## src/rtl/lcd_pkg.sv

```systemverilog
// Shared definitions for the 16x2 HD44780 character LCD driver.
// Holds the controller command bytes, the sequencer and byte-writer state
// encodings, and small helpers that pick the init command and a
// character out of a packed 128-bit line.
package lcd_pkg;

  localparam logic [7:0] CMD_FUNC_8B2L = 8'h38;  // 8-bit bus, 2 lines, 5x8 font
  localparam logic [7:0] CMD_DISP_ON   = 8'h0C;  // display on, cursor off
  localparam logic [7:0] CMD_CLEAR     = 8'h01;  // clear display (slow command)
  localparam logic [7:0] CMD_ENTRY_INC = 8'h06;  // auto-increment address
  localparam logic [7:0] ADDR_LINE1    = 8'h80;  // DDRAM address 0x00
  localparam logic [7:0] ADDR_LINE2    = 8'hC0;  // DDRAM address 0x40

  // Index of the last command in the power-up sequence.
  localparam logic [2:0] INIT_LAST = 3'd5;

  // Sequencer states. Each byte-sending state is the state in which that
  // byte is on the bus; the byte was launched on entry to the state.
  typedef enum logic [2:0] {
    ST_POWERUP,
    ST_INIT,
    ST_SNAP,
    ST_ADDR1,
    ST_CHAR1,
    ST_ADDR2,
    ST_CHAR2,
    ST_FEND
  } lcd_state_e;

  // Phases of a single byte write.
  typedef enum logic [1:0] {
    WR_IDLE,
    WR_SETUP,
    WR_EN_HIGH,
    WR_WAIT
  } wr_phase_e;

  // Power-up command sequence: three function-set writes, display on,
  // clear, entry mode.
  function automatic logic [7:0] init_cmd(input logic [2:0] idx);
    logic [7:0] cmd;
    case (idx)
      3'd0, 3'd1, 3'd2: cmd = CMD_FUNC_8B2L;
      3'd3:             cmd = CMD_DISP_ON;
      3'd4:             cmd = CMD_CLEAR;
      default:          cmd = CMD_ENTRY_INC;
    endcase
    return cmd;
  endfunction

  // Character idx of a line; char 0 (leftmost) sits in bits [7:0].
  function automatic logic [7:0] char_at(input logic [127:0] line,
                                         input logic [3:0]   idx);
    return line[{idx, 3'b000} +: 8];
  endfunction

endpackage

```

## src/rtl/lcd_byte_writer.sv

```systemverilog
// Writes one byte to the LCD bus with controller-safe strobe timing:
//   SETUP   2 cycles, lcd_en low, rs/data driven
//   EN_HIGH T_EN_HIGH cycles, lcd_en high
//   WAIT    T_CLEAR cycles after a clear command, else T_CMD cycles
// lcd_rs/lcd_data hold until the next byte is launched. All outputs are
// registered so the LCD pins never see combinational glitches.
//
// Ports:
//   clk, rst_n       clock, asynchronous active-low reset
//   start            launch a byte (accepted when idle or when done is high)
//   rs, data         register select and byte for the launched write
//   is_clear         launched byte is the clear command (selects T_CLEAR)
//   done             high in the last WAIT cycle; a start in that cycle
//                    chains the next byte with no idle gap
//   lcd_rs, lcd_en, lcd_data   LCD bus
module lcd_byte_writer
  import lcd_pkg::*;
#(
  parameter int T_EN_HIGH = 25,
  parameter int T_CMD     = 2_500,
  parameter int T_CLEAR   = 100_000,
  parameter int TIMER_W   = 18
) (
  input  logic       clk,
  input  logic       rst_n,
  input  logic       start,
  input  logic       rs,
  input  logic [7:0] data,
  input  logic       is_clear,
  output logic       done,
  output logic       lcd_rs,
  output logic       lcd_en,
  output logic [7:0] lcd_data
);

  localparam logic [TIMER_W-1:0] ONE     = TIMER_W'(1);
  localparam logic [TIMER_W-1:0] T_SETUP = TIMER_W'(2);

  wr_phase_e          phase_q, phase_d;
  logic [TIMER_W-1:0] timer_q, timer_d;
  logic               clear_q, clear_d;
  logic               rs_q,    rs_d;
  logic [7:0]         data_q,  data_d;
  logic               en_q,    en_d;

  always_comb begin
    // NOTE: every signal gets a default before the case; a path that left
    // one unassigned would infer a latch.
    phase_d = phase_q;
    timer_d = timer_q;
    clear_d = clear_q;
    rs_d    = rs_q;
    data_d  = data_q;

    unique case (phase_q)
      WR_IDLE: timer_d = timer_q;
      WR_SETUP: begin
        if (timer_q == ONE) begin
          phase_d = WR_EN_HIGH;
          timer_d = TIMER_W'(T_EN_HIGH);
        end else begin
          timer_d = timer_q - ONE;
        end
      end
      WR_EN_HIGH: begin
        if (timer_q == ONE) begin
          phase_d = WR_WAIT;
          timer_d = clear_q ? TIMER_W'(T_CLEAR) : TIMER_W'(T_CMD);
        end else begin
          timer_d = timer_q - ONE;
        end
      end
      WR_WAIT: begin
        if (timer_q == ONE) phase_d = WR_IDLE;
        timer_d = timer_q - ONE;
      end
    endcase

    // A launch overrides the phase update so a chained byte starts
    // directly out of the final WAIT cycle.
    if (start) begin
      phase_d = WR_SETUP;
      timer_d = T_SETUP;
      rs_d    = rs;
      data_d  = data;
      clear_d = is_clear;
    end

    en_d = (phase_d == WR_EN_HIGH);
  end

  assign done = (phase_q == WR_WAIT) && (timer_q == ONE);

  // NOTE: sequential state uses non-blocking assignments only, so every
  // flop samples the pre-edge value of every other flop.
  always_ff @(posedge clk or negedge rst_n) begin
    if (!rst_n) begin
      phase_q <= WR_IDLE;
      timer_q <= '0;
      clear_q <= 1'b0;
      rs_q    <= 1'b0;
      data_q  <= 8'h00;
      en_q    <= 1'b0;
    end else begin
      phase_q <= phase_d;
      timer_q <= timer_d;
      clear_q <= clear_d;
      rs_q    <= rs_d;
      data_q  <= data_d;
      en_q    <= en_d;
    end
  end

  assign lcd_rs   = rs_q;
  assign lcd_en   = en_q;
  assign lcd_data = data_q;

endmodule

```

## src/rtl/lcd_driver_16x2.sv

```systemverilog
// 16x2 HD44780 character LCD driver, 8-bit write-only mode.
// After reset waits T_POWERUP cycles, sends the init sequence
// (38 38 38 0C 01 06), raises pronto, then writes frames forever:
// snapshot both lines, 0x80, 16 line-1 chars, 0xC0, 16 line-2 chars,
// one-cycle frame_done. The snapshot keeps a frame consistent even if the
// message changes while it is being written.
//
// Optional build macro REFRESH_ON_CHANGE_EN: after the first frame the
// driver idles in SNAP until linha1/linha2 differ from the snapshot, then
// writes one frame. Without it frames repeat back-to-back.
//
// Ports:
//   clk, rst_n         clock, asynchronous active-low reset
//   linha1, linha2     line characters, char k at [8k+7:8k], k=0 leftmost
//   lcd_rs             0 = command, 1 = data
//   lcd_rw             tied 0 (write only)
//   lcd_en             enable strobe
//   lcd_data           LCD data bus
//   pronto             high once initialisation has completed
//   frame_done         one-cycle pulse after the last line-2 byte's wait
module lcd_driver_16x2
  import lcd_pkg::*;
#(
  parameter int T_POWERUP = 1_000_000,
  parameter int T_EN_HIGH = 25,
  parameter int T_CMD     = 2_500,
  parameter int T_CLEAR   = 100_000
) (
  input  logic         clk,
  input  logic         rst_n,
  input  logic [127:0] linha1,
  input  logic [127:0] linha2,
  output logic         lcd_rs,
  output logic         lcd_rw,
  output logic         lcd_en,
  output logic [7:0]   lcd_data,
  output logic         pronto,
  output logic         frame_done
);

  localparam int T_MAX_A = (T_POWERUP > T_EN_HIGH) ? T_POWERUP : T_EN_HIGH;
  localparam int T_MAX_B = (T_CMD > T_CLEAR) ? T_CMD : T_CLEAR;
  localparam int T_MAX   = (T_MAX_A > T_MAX_B) ? T_MAX_A : T_MAX_B;
  localparam int TIMER_W = $clog2(T_MAX) + 1;

  localparam logic [TIMER_W-1:0] ONE = TIMER_W'(1);

  lcd_state_e         state_q, state_d;
  logic [TIMER_W-1:0] pwr_timer_q, pwr_timer_d;
  logic [2:0]         init_idx_q, init_idx_d;
  logic [3:0]         char_idx_q, char_idx_d;
  logic [127:0]       snap1_q, snap1_d;
  logic [127:0]       snap2_q, snap2_d;
  logic               pronto_q, pronto_d;
  logic               frame_done_q, frame_done_d;

  logic               take_snap;
`ifdef REFRESH_ON_CHANGE_EN
  logic               frame_seen_q, frame_seen_d;
`endif

  logic               wr_start;
  logic               wr_rs;
  logic [7:0]         wr_data;
  logic               wr_is_clear;
  logic               wr_done;

  lcd_byte_writer #(
    .T_EN_HIGH (T_EN_HIGH),
    .T_CMD     (T_CMD),
    .T_CLEAR   (T_CLEAR),
    .TIMER_W   (TIMER_W)
  ) u_writer (
    .clk      (clk),
    .rst_n    (rst_n),
    .start    (wr_start),
    .rs       (wr_rs),
    .data     (wr_data),
    .is_clear (wr_is_clear),
    .done     (wr_done),
    .lcd_rs   (lcd_rs),
    .lcd_en   (lcd_en),
    .lcd_data (lcd_data)
  );

  // Only a command 0x01 is a clear; a data byte 0x01 is an ordinary char.
  assign wr_is_clear = !wr_rs && (wr_data == CMD_CLEAR);

`ifdef REFRESH_ON_CHANGE_EN
  assign take_snap = !frame_seen_q || (linha1 != snap1_q) || (linha2 != snap2_q);
`else
  assign take_snap = 1'b1;
`endif

  // Each byte is launched on the cycle its predecessor's wait expires
  // (wr_done), so the sequencer always computes the *next* byte here.
  always_comb begin
    state_d      = state_q;
    pwr_timer_d  = pwr_timer_q;
    init_idx_d   = init_idx_q;
    char_idx_d   = char_idx_q;
    snap1_d      = snap1_q;
    snap2_d      = snap2_q;
    pronto_d     = pronto_q;
    frame_done_d = 1'b0;
`ifdef REFRESH_ON_CHANGE_EN
    frame_seen_d = frame_seen_q;
`endif
    wr_start     = 1'b0;
    wr_rs        = 1'b0;
    wr_data      = 8'h00;

    unique case (state_q)
      ST_POWERUP: begin
        if (pwr_timer_q == ONE) begin
          wr_start   = 1'b1;
          wr_data    = init_cmd(3'd0);
          init_idx_d = 3'd0;
          state_d    = ST_INIT;
        end else begin
          pwr_timer_d = pwr_timer_q - ONE;
        end
      end
      ST_INIT: begin
        if (wr_done) begin
          if (init_idx_q == INIT_LAST) begin
            pronto_d = 1'b1;
            state_d  = ST_SNAP;
          end else begin
            init_idx_d = init_idx_q + 3'd1;
            wr_start   = 1'b1;
            wr_data    = init_cmd(init_idx_q + 3'd1);
          end
        end
      end
      ST_SNAP: begin
        // The line address does not depend on the snapshot, so it is
        // launched in the same cycle the snapshot is taken.
        if (take_snap) begin
          snap1_d  = linha1;
          snap2_d  = linha2;
          wr_start = 1'b1;
          wr_data  = ADDR_LINE1;
          state_d  = ST_ADDR1;
        end
      end
      ST_ADDR1: begin
        if (wr_done) begin
          wr_start   = 1'b1;
          wr_rs      = 1'b1;
          wr_data    = char_at(snap1_q, 4'd0);
          char_idx_d = 4'd0;
          state_d    = ST_CHAR1;
        end
      end
      ST_CHAR1: begin
        if (wr_done) begin
          wr_start = 1'b1;
          if (char_idx_q == 4'd15) begin
            wr_data = ADDR_LINE2;
            state_d = ST_ADDR2;
          end else begin
            wr_rs      = 1'b1;
            wr_data    = char_at(snap1_q, char_idx_q + 4'd1);
            char_idx_d = char_idx_q + 4'd1;
          end
        end
      end
      ST_ADDR2: begin
        if (wr_done) begin
          wr_start   = 1'b1;
          wr_rs      = 1'b1;
          wr_data    = char_at(snap2_q, 4'd0);
          char_idx_d = 4'd0;
          state_d    = ST_CHAR2;
        end
      end
      ST_CHAR2: begin
        if (wr_done) begin
          if (char_idx_q == 4'd15) begin
            // Registered, so the pulse lands on the FEND cycle itself.
            frame_done_d = 1'b1;
            state_d      = ST_FEND;
          end else begin
            wr_start   = 1'b1;
            wr_rs      = 1'b1;
            wr_data    = char_at(snap2_q, char_idx_q + 4'd1);
            char_idx_d = char_idx_q + 4'd1;
          end
        end
      end
      ST_FEND: begin
`ifdef REFRESH_ON_CHANGE_EN
        frame_seen_d = 1'b1;
`endif
        state_d = ST_SNAP;
      end
    endcase
  end

  always_ff @(posedge clk or negedge rst_n) begin
    if (!rst_n) begin
      state_q      <= ST_POWERUP;
      pwr_timer_q  <= TIMER_W'(T_POWERUP);
      init_idx_q   <= 3'd0;
      char_idx_q   <= 4'd0;
      // NOTE: the snapshot is a plain register bank, not a RAM, so it is
      // reset like any other flop and never exposes X on the bus.
      snap1_q      <= '0;
      snap2_q      <= '0;
      pronto_q     <= 1'b0;
      frame_done_q <= 1'b0;
`ifdef REFRESH_ON_CHANGE_EN
      frame_seen_q <= 1'b0;
`endif
    end else begin
      state_q      <= state_d;
      pwr_timer_q  <= pwr_timer_d;
      init_idx_q   <= init_idx_d;
      char_idx_q   <= char_idx_d;
      snap1_q      <= snap1_d;
      snap2_q      <= snap2_d;
      pronto_q     <= pronto_d;
      frame_done_q <= frame_done_d;
`ifdef REFRESH_ON_CHANGE_EN
      frame_seen_q <= frame_seen_d;
`endif
    end
  end

  assign lcd_rw     = 1'b0;
  assign pronto     = pronto_q;
  assign frame_done = frame_done_q;

endmodule
```

## config.mk

```make
export PLATFORM = sky130hd
export DESIGN_NAME = lcd_driver_16x2
export DESIGN_NICKNAME = d
export VERILOG_FILES = /design/src/rtl/lcd_pkg.sv /design/src/rtl/lcd_byte_writer.sv /design/src/rtl/lcd_driver_16x2.sv
export SDC_FILE = /design/constraint.sdc
export NUM_CORES = 1
export LEC_CHECK = 0
export ABC_AREA = 1
export BUFFER_PORTS_ARGS = -buffer_cell sky130_fd_sc_hd__buf_2
export CORE_UTILIZATION = 35
export DETAILED_ROUTE_END_ITERATION = 12
export PLACE_DENSITY = 0.54
export SETUP_SLACK_MARGIN = 0.3
export SYNTH_ARGS = -nofsm -noshare
export SYNTH_HDL_FRONTEND = slang
export SYNTH_HIERARCHICAL = 1
export SYNTH_SLANG_ARGS = --single-unit
```

## constraint.sdc

```tcl
create_clock -name clk -period 2.85 [get_ports clk]
set_input_delay 0.855 -clock clk [delete_from_list [all_inputs] [get_ports clk]]
set_output_delay 0.855 -clock clk [all_outputs]
set_load 0.01 [all_outputs]
```

==> flow_summary.toml <==
[run_status]
status = "finished, final reports clean"

[sta]
worstMarginPinSlew_ps = 636.5
tns_ps = 0
period_needed_ps = 2455
slew_headroom = 0.5756
rsz0062_at_grt = "true"
fmax_mhz = 407.4
hold_viol = 0
fin_skew_ps = 26.17
finalSetupViolations = 0
fin_crit_sh = 0.8613
holdWs_ps = 184.7
drv_slew = 0

[worst_setup_path]
r2r-start = "u_writer/timer_q[1]$_DFFE_PN0P_"
endpoint_kind = "flip-flop"
required_ps = 3290
critPathMaxFanout = 6
cp-endpoint = "u_writer/timer_q[3]$_DFFE_PN0P_"
cp-startpoint = "u_writer/timer_q[1]$_DFFE_PN0P_"
rrSetupSlack_ps = 400
worstPathArrival_ps = 2890
reg2regPathDepth = 17
timing.rr.end = "u_writer/timer_q[3]$_DFFE_PN0P_"
crit_path_start_kind = "flip-flop"
crit_type = "reg -> reg"

[synth]
synthDistinctLibCells = 48
syn-num-nets = 2431
synthCells = 2163
synthesis.area_um2 = 16190
synth_top_flop_cell = "dfrtp_1"
synth-seq-area-share = 0.4998
synth-edff-count = 0
syn_area_per_cell_um2 = 7.484
async_flop_share = 1.000
ys_warn_count = 6
ys_ff_latch = 323

[route]
drc = 0
ant_nets = 0
wl_per_cell_um = 17.28
vias_per_cell = 4.913
drt_iter0_markers = 1120
routed_wl_um = 52630
drt_first_pass_iters = 5
vias = 14970

[power_and_ir_drop]
power.switching_mw = 2.167
ir_drop_mv = 0.3160
leakage_nw = 9.441
switching_share = 0.2246
p_per_area_nw_per_um2 = 486.4
pwr-share-seq = 0.475
p_clk_frac = 0.492
fin_total_pwr_mw = 9.649
p_int_mw = 7.482
pwr-share-comb = 0.033

[clock_tree]
cts_tree = "built"
cts.clk_slew.worst_paths_ps = 60
cts_buffers = 38
cts.sinks = 323
ctsHtreeMaxLevel = 2
cts_buffer_depth = 3
cts-root-buf = "clkbuf_16"
insertion_delay_ps = 570

[placement]
dp_hpwl_um = 37280
dpl-instance-area_um2 = 18340
io_buffers = 269
dp_cells = 2968
place.gp.congestion = 0.9061

[layout]
final_nets = 2692
syn2layout_area_growth_pct = 22.55
antennaDiodeCount = 0
drive_gt1_frac = 0.1840
design_area_um2 = 19840
final_cells = 3046

[global_routing]
grt_max_degree = 158
grt_overflow_total = 0
grt.total_usage = 0.2256
grt_pass1_wl_um = 82690
antenna_found_initial = 1
grt_pass1_vias = 14880

[die]
die_x_um = 217.1
rows = 78
die-area_um2 = 47120
core-area_um2 = 45480
die_h_um = 217.1
floorplan.initialDensity = 0.3559
num_io_pins = 271

[min_path]
hold_path_class = "in -> async"

[flow_run]
cap_violations = 0
==> Yosys cell counts, types with 4 or more instances <==
master	count	share of area
dfstp_2	7	0.011
clkbuf_1	47	0.011
xnor2_1	11	0.0060
nand3_1	108	0.033
nand4_1	12	0.0046
o221ai_1	15	0.0081
nor4_1	5	0.0019
o211ai_1	36	0.017
nor2_2	6	0.0023
a21oi_1	12	0.0037
buf_2	54	0.017
nor2_1	225	0.052
o21ai_0	178	0.055
inv_1	108	0.025
o22ai_1	10	0.0039
ha_1	10	0.0077
buf_1	7	0.0016
nand2_1	921	0.21
dfrtp_1	316	0.49
nor3_1	10	0.0031
buf_4	4	0.0019
xor2_1	23	0.012
o21ai_1	5	0.0015
==> metrics by stage <==
stage	utilization	setup slack (ps)
final	0.4362	395.3
after global routing	0.4362	177.5
after CTS	0.4313	292.7
after detailed placement	0.4032	69.25
after global placement	0.4032	161.5
after floorplan	-	313.1
==> power by group through the flow <==
| stage | sequential (mW) | clock (mW) | combinational [mW] |
|---|---|---|---|
| 6_report | 4.59 | 4.75 | 0.314 |
| 5_1_grt | 4.58 | 5.02 | 0.350 |
| 4_1_cts | 4.59 | 4.87 | 0.326 |
| 3_5_place_dp | 4.67 | 0 | 0.325 |
| 3_3_place_gp | 4.67 | 0 | 0.323 |
| 2_1_floorplan | 4.67 | 0 | 0.00159 |
==> how the worst min path moves through the flow <==
stage | to | slack, ps | cells past startpoint
global placement | snap2_q[56]$_DFFE_PN0P_ | 450 | 2
detailed placement | snap1_q[127]$_DFFE_PN0P_ | 450 | 2
finish | snap2_q[41]$_DFFE_PN0P_ | 180 | 1
CTS | snap1_q[0]$_DFFE_PN0P_ | 170 | 1
floorplan | snap1_q[100]$_DFFE_PN0P_ | 440 | 2
global route | snap2_q[41]$_DFFE_PN0P_ | 190 | 1
==> layout by cell type, fill, tap and decap left out, types with 4 or more instances in the layout <==
cell / instances
o21ai_1: 6
nor3_1: 10
buf_12: 8
o21ai_0: 175
clkbuf_8: 4
o211ai_1: 36
clkinv_2: 4
nor2_4: 10
ha_1: 8
inv_4: 5
o221ai_1: 15
clkbuf_1: 11
nand2_2: 8
inv_2: 6
buf_4: 47
xor2_1: 21
nand4_1: 12
dfrtp_1: 314
nor2_2: 7
buf_2: 268
clkbuf_16: 38
a21oi_1: 12
nand3_1: 108
o22ai_1: 10
buf_6: 7
dfstp_2: 7
xnor2_1: 10
inv_1: 100
nand2_1: 914
nor2_1: 217
==> layout make-up <==
type	count	area [um2]
Timing Repair Buffer	333	2008
Tap cell	600	750.7
Clock buffer	53	1047
Clock inverter	9	145.1
Sequential cell	323	8097
Multi-Input combinational cell	1614	7343
Inverter	114	446.7
Fill cell	4800	25640
==> per-layer routing <==
metal	share of wire	GRT usage
met5	0.00025	0
met4	0.027	0.06972
met3	0.048	0.03284
met2	0.46	0.3644
met1	0.46	0.3115
==> worst max-delay path, stage by stage, from the launching register on <==
cell      delay [ps]
dfrtp_1          410
inv_2             90
ha_4             130
nand2_2           80
nor2_4           110
nand3_4          110
nor4_4           290
inv_2            150
nor3_4           220
nor4_2            50
o211ai_1          90
buf_4            180
nor2_4            60
buf_6            140
nand2_4           70
o21ai_2           50
nand2_1           60
nand2_1           40
==> cells by family after synthesis <==
kind of cell	synth area share
simple gates	0.3209
flops	0.4998
compound gates	0.09422
buf+inv	0.05766
xor+xnor	0.01940
fa+ha+maj	0.007729
other cells	0.0002317
==> state kept, by name, indices dropped and copies added, names as in the netlist <==
signal,count
u_writer/timer_q,21
pwr_timer_q,21
init_idx_q,3
state_q,3
char_idx_q,4
frame_done,1
u_writer/phase_q,2
u_writer/lcd_data,8
u_writer/clear_q,1
u_writer/lcd_en,1
u_writer/lcd_rs,1
pronto,1
snap2_q,128
snap1_q,128
==> timing repair <==
| action | 4_1_cts | 5_1_grt |
|---|---|---|
| setup buffers | 4 | 10 |
| hold buffers | 0 | 0 |
| setup endpoints to repair | 30 | 34 |
| pin swaps | 3 | 13 |
| gates cloned | 1 | 1 |
| gates resized for setup | 6 | 46 |
No activity file was read; power rests on OpenSTA's default activity.
